File: src/rtl/jtframe_rom_arb.sv
`default_nettype none
// ============================================================================
// jtframe_rom_arb
// NCH-channel ROM line-cache arbiter feeding a single 32-bit SDRAM read port.
// Optional: JTFRAME_ROMARB_RR_EN selects round-robin grant (default: fixed priority).
// Revision: 1.0
// ============================================================================
module jtframe_rom_arb #(
    parameter int                NCH       = 2,
    parameter int                AW        = 15,
    parameter logic [NCH*22-1:0] OFFSET    = '0,
    parameter bit                INVERT_A0 = 1'b1
) (
    input  logic              clk,
    input  logic              rst_n,
    input  logic [NCH*AW-1:0] ch_addr,
    input  logic [NCH-1:0]    ch_cs,
    output logic [NCH-1:0]    ch_ok,
    output logic [NCH*8-1:0]  ch_dout,
    input  logic              downloading,
    input  logic              loop_rst,
    output logic              ready,
    output logic              refresh_en,
    output logic              sdram_req,
    input  logic              sdram_ack,
    output logic [21:0]       sdram_addr,
    input  logic              data_rdy,
    input  logic [31:0]       data_read
);

    localparam int GW = (NCH > 1) ? $clog2(NCH) : 1;
    localparam int TW = AW - 2;

    localparam logic [1:0] c_IDLE      = 2'd0;
    localparam logic [1:0] c_WAIT_ACK  = 2'd1;
    localparam logic [1:0] c_WAIT_DATA = 2'd2;

    logic            clr;
    logic [1:0]      state_q, state_d;
    logic [GW-1:0]   grant_q, grant_d;
    logic [TW-1:0]   line_q, line_d;
    logic            req_q, req_d;
    logic [21:0]     addr_q, addr_d;
    logic            refresh_q;
    logic [3:0]      rdy_sh_q;
    logic            ready_q;
    logic [NCH-1:0]  valid_q;
    logic [TW-1:0]   tag_q  [NCH];
    logic [31:0]     data_q [NCH];

    logic [NCH-1:0]  hit;
    logic [NCH-1:0]  miss;
    logic            busy;
    logic            fill;
    logic            any_miss;
    logic [GW-1:0]   pick;
    logic [TW-1:0]   pick_line;
    logic [21:0]     pick_base;

    assign clr      = downloading | loop_rst;
    assign busy     = (state_q != c_IDLE);
    assign any_miss = |miss;

    for (genvar n = 0; n < NCH; n++) begin : g_ch
        logic [AW-1:0] addr;
        logic [1:0]    sel;

        assign addr     = ch_addr[AW*n +: AW];
        assign hit[n]   = valid_q[n] && (tag_q[n] == addr[AW-1:2]);
        // The channel being fetched must not re-request its own line.
        assign miss[n]  = ch_cs[n] && !hit[n] && !(busy && (grant_q == GW'(n)));
        assign ch_ok[n] = ch_cs[n] && hit[n];
        assign sel      = {addr[1], addr[0] ^ INVERT_A0};
        assign ch_dout[8*n +: 8] = data_q[n][{sel, 3'b000} +: 8];
    end

`ifdef JTFRAME_ROMARB_RR_EN
    logic [GW-1:0] rr_q;

    always_comb begin
        int idx;
        idx  = 0;
        pick = rr_q;
        for (int k = NCH; k >= 1; k--) begin
            idx = int'(rr_q) + k;
            if (idx >= NCH) idx = idx - NCH;
            if (miss[idx]) pick = GW'(idx);
        end
    end

    always_ff @(posedge clk or negedge rst_n) begin
        if (!rst_n) begin
            rr_q <= '0;
        end else if (clr) begin
            rr_q <= '0;
        end else if (state_q == c_IDLE && any_miss) begin
            rr_q <= pick;
        end
    end
`else
    always_comb begin
        pick = '0;
        for (int k = NCH - 1; k >= 0; k--) begin
            if (miss[k]) pick = GW'(k);
        end
    end
`endif

    always_comb begin
        pick_line = '0;
        pick_base = '0;
        for (int k = 0; k < NCH; k++) begin
            if (pick == GW'(k)) begin
                pick_line = ch_addr[AW*k+2 +: TW];
                pick_base = OFFSET[22*k +: 22];
            end
        end
    end

    always_comb begin
        state_d = state_q;
        grant_d = grant_q;
        line_d  = line_q;
        req_d   = req_q;
        addr_d  = addr_q;
        fill    = 1'b0;
        case (state_q)
            c_IDLE: begin
                if (any_miss) begin
                    grant_d = pick;
                    line_d  = pick_line;
                    addr_d  = pick_base + 22'({pick_line, 1'b0});
                    req_d   = 1'b1;
                    state_d = c_WAIT_ACK;
                end
            end
            c_WAIT_ACK: begin
                if (sdram_ack) begin
                    req_d = 1'b0;
                    // Some controllers return data in the very acknowledge cycle.
                    if (data_rdy) begin
                        fill    = 1'b1;
                        state_d = c_IDLE;
                    end else begin
                        state_d = c_WAIT_DATA;
                    end
                end
            end
            c_WAIT_DATA: begin
                if (data_rdy) begin
                    fill    = 1'b1;
                    state_d = c_IDLE;
                end
            end
            default: begin
                req_d   = 1'b0;
                state_d = c_IDLE;
            end
        endcase
    end

    always_ff @(posedge clk or negedge rst_n) begin
        if (!rst_n) begin
            state_q   <= c_IDLE;
            grant_q   <= '0;
            line_q    <= '0;
            req_q     <= 1'b0;
            addr_q    <= '0;
            refresh_q <= 1'b0;
            rdy_sh_q  <= '0;
            ready_q   <= 1'b0;
            valid_q   <= '0;
            for (int n = 0; n < NCH; n++) begin
                tag_q[n]  <= '0;
                data_q[n] <= '0;
            end
        end else if (clr) begin
            state_q   <= c_IDLE;
            grant_q   <= '0;
            line_q    <= '0;
            req_q     <= 1'b0;
            addr_q    <= '0;
            refresh_q <= 1'b0;
            rdy_sh_q  <= '0;
            ready_q   <= 1'b0;
            valid_q   <= '0;
            for (int n = 0; n < NCH; n++) begin
                tag_q[n]  <= '0;
                data_q[n] <= '0;
            end
        end else begin
            state_q   <= state_d;
            grant_q   <= grant_d;
            line_q    <= line_d;
            req_q     <= req_d;
            addr_q    <= addr_d;
            refresh_q <= !busy && !any_miss;
            rdy_sh_q  <= {rdy_sh_q[2:0], 1'b1};
            ready_q   <= rdy_sh_q[3];
            // The fill uses the latched line even if the channel has moved on.
            for (int n = 0; n < NCH; n++) begin
                if (fill && grant_q == GW'(n)) begin
                    valid_q[n] <= 1'b1;
                    tag_q[n]   <= line_q;
                    data_q[n]  <= data_read;
                end
            end
        end
    end

    assign sdram_req  = req_q;
    assign sdram_addr = addr_q;
    assign refresh_en = refresh_q;
    assign ready      = ready_q;

endmodule
`default_nettype wire

File: config.mk
export PLATFORM = sky130hd
export DESIGN_NAME = jtframe_rom_arb
export DESIGN_NICKNAME = d
export VERILOG_FILES = /design/src/rtl/jtframe_rom_arb.sv
export SDC_FILE = /design/constraint.sdc
export NUM_CORES = 1
export LEC_CHECK = 0
export ABC_AREA = 1
export BUFFER_PORTS_ARGS = -buffer_cell sky130_fd_sc_hd__buf_2
export CAP_MARGIN = 40
export CORE_MARGIN = 5
export CORE_UTILIZATION = 56
export CTS_BUF_LIST = sky130_fd_sc_hd__clkbuf_16
export CTS_CLUSTER_SIZE = 24
export DETAILED_ROUTE_END_ITERATION = 16
export PLACE_DENSITY_LB_ADDON = 0.2
export SYNTH_ARGS = -nofsm -noshare
export SYNTH_HDL_FRONTEND = slang
export SYNTH_SLANG_ARGS = --single-unit
export TNS_END_PERCENT = 50
File: constraint.sdc
create_clock -name clk -period 2.2 [get_ports clk]
set_clock_uncertainty 0.05 [all_clocks]
set_input_delay 0.44 -clock clk [delete_from_list [all_inputs] [get_ports clk]]
set_output_delay 0.44 -clock clk [all_outputs]
set_load 0.01 [all_outputs]
==> reports/qor.txt <==
Status = completed
Mux cell area share after synthesis = 0%
Max IR drop VDD = 559 uV
Worst hold path type = in2reg
Mapped Cells = 813
Ys Warns = 0
Vias per inst = 5.23
Clock buffer depth = 2
RSZ-0062 raised after global routing = no
Die Footprint = 12700 sq um
Number of global-route vias before repair = 5583
Worst-path clk slew = 0.06 ns
Post-synth ARST share = 100%
Post-synth EDFFs = 0
Final nets = 993
Post-synth top area cell = dfrtp_1
Die height = 113 um
Synth Register Bits = 115
Sw frac = 26.4%
Antenna Nets Post-Route = 0
Top-area cell type share of the netlist area = 48.9%
Overall die width = 113 um
Main combinational cell family by area after synthesis = simple AND/OR/NAND/NOR gates
WL per Instance = 15.1 um
Fin crit share = 96.5%
RePlAce Congestion = 0.861
Sequential fraction of the synthesis area = 48.9%
GR Util All Layers = 26.2%
Initial core utilization = 57.3%
Iteration-0 DRC Markers = 393
Pint = 0.00422 W
Max-Cap Viols = 0
Max Slew Vio Count = 0
Power density over cell area = 798 nW/um^2
Final setup viols = 0
TritonCTS clock tree = done
Initial antenna violation count = 0
Main synth FF type = dfrtp_1
CP Launch Type = register
Post-synthesis compound-gate area fraction = 10.9%
Drt total wl = 16100 um
Area contributors post-synth = dfrtp_1, nand2_1, o21ai_0
Post-synthesis simple-gate area fraction = 29.2%
Max_slew headroom = 63.4%
Root Driver = clkbuf_16
Largest net degree at the start of global routing = 53
CP Max Fanout = 2
Num CTS Buffers = 17
Placement-stage cell area = 6560 sq um
Vias = 5582
Placeable Area = 10300 sq um
# rows = 37
Port Buf Inserts = 103
Clock power frac = 49.1%
Final Util = 69.9%
Setup TNS = 0 ns
Sequential Power Share = 39.5%
Most frequent cell after synthesis = nand2_1
Ratio of cells with drive above 1 in the final layout = 18.0%
Post-route DRC = 0
Synth unique cells = 31
Worst setup EP type = primary output
Syn Area/Cell = 7.24 sq um
Final HPWL DP = 11100 um
CTS sink cnt = 115
WP data arrival = 1.63 ns
Comb pwr share = 11.4%
Post-Layout Inst Area = 7190 sq um
H-tree depth = 4
Area delta synth->final = 22.0%
Post-synthesis xor/xnor area fraction = 0.149%
WS Path Type = reg2out
Fin crit period = 2.12 ns
Fmax = 471 MHz
Post-Synth Adder-Cell Area = 0.850%
Net Switching = 0.00151 W
Leak pwr = 3.92 nW
CP Data Required Time = 1.71 ns
I/O pins = 113
Pre-antenna DRT Iters = 5
Final hold violations = 0
Wire length of the first global-routing pass = 26700 um
N_diodes = 0
Most frequent cells after synthesis = nand2_1, dfrtp_1, o21ai_0
Grt total ovfl = 0
Post-Syn Area = 5890 sq um
Worst Tran Pin Value = 0.549 ns
Clk Latency, worst-skew pair = 0.41 ns
==> flip-flops by register name (all words and copies together), names as in the netlist, 2 cells and up <==
name        cells
data_q         64
valid_q         2
tag_q          26
state_q         2
sdram_addr     13
rdy_sh_q        4
==> per-layer routing <==
metal  vias up  part of all wire (%)  GRT usage [%]
met5         -                     0              0
met1      2623                    43           35.2
met4         0                   1.9           10.3
met3        32                   7.0           5.01
li1       2700                     -              -
met2       227                    48           41.9
==> final timing paths <==
check                                       start                   endpoint  slack (ns)  cells past startpoint
hold reg to reg             rdy_sh_q[0]$_DFF_PN0_      rdy_sh_q[1]$_DFF_PN0_        0.42                      2
max in group asynchronous                   rst_n  sdram_addr[6]$_DFFE_PN0P_        0.93                      3
setup reg to reg           state_q[0]$_DFFE_PN0P_  sdram_addr[7]$_DFFE_PN0P_        0.21                     11
setup / recovery             tag_q[8]$_DFFE_PN0P_                   ch_ok[1]        0.08                      9
hold / removal                       data_read[5]     data_q[37]$_DFFE_PN0P_        0.27                      3
min in group asynchronous                   rst_n       tag_q[8]$_DFFE_PN0P_        0.50                      2
==> power groups by stage <==
stage	logic [W]	registers [W]	clock network, W
finish	0.000657	0.00226	0.00281
global route	0.000736	0.00228	0.00293
CTS	0.000656	0.00226	0.00283
detailed placement	0.000647	0.00230	0
global placement	0.000632	0.00230	0
floorplan	0.000371	0.00229	0
==> worst max-delay path, cell delays in order, from the launching register on <==
cell	delay [ns]
dfrtp_1	0.36
inv_1	0.06
nand2_1	0.05
nand2_1	0.05
nor2_1	0.13
nand2_1	0.08
nor2_2	0.15
nand2_1	0.12
nor2_1	0.09
buf_2	0.13
==> cell type report <==
class | count | area [sq um]
clock buffers | 17 | 425
clock inverters | 15 | 183
fillers | 891 | 3090
inverters | 94 | 355
multi-input cells | 569 | 2460
flip-flops and latches | 115 | 2880
well taps | 136 | 170
repair buffers | 122 | 713
==> placed cells by master, fill, tap and decap left out, drive strengths merged <==
master / count
nand3: 18
dfrtp: 115
o21ai: 100
ha: 4
nand4: 2
clkbuf: 17
a21oi: 8
buf: 121
or2: 4
nor2: 79
inv: 94
clkinv: 9
bufinv: 3
o211ai: 1
o22ai: 13
nand2: 330
dlygate4sd3: 1
clkinvlp: 3
conb: 9
xor2: 1
==> what timing repair did <==
item | 4_1_cts | 5_1_grt
hold buffers | 1 | 0
setup endpoints to repair | 0 | 13
gates resized for setup | 0 | 2
setup buffers | 0 | 1
hold endpoints to repair | 34 | 0
==> kinds of logic after synthesis <==
group	Yosys count
DFF	115
buffers and inverters	137
adders and majority gates	4
and+or+nand+nor	433
AOI/OAI and AO/OA	122
xor gates and xnor gates	1
other	1
==> through the flow <==
step / total power, W / hold WS, ns / worst slack (ns) / cells
after floorplan: 0.00266 / 0.0944 / 0.469 / 821
after global placement: 0.00293 / 0.399 / 0.256 / 1034
after detailed placement: 0.00295 / 0.404 / 0.182 / 1034
after CTS: 0.00575 / 0.263 / 0.0622 / 1067
after global routing: 0.00595 / 0.283 / 0.0113 / 1068
final: 0.00574 / 0.267 / 0.0764 / 1068
(Power assumes the default switching activity.)
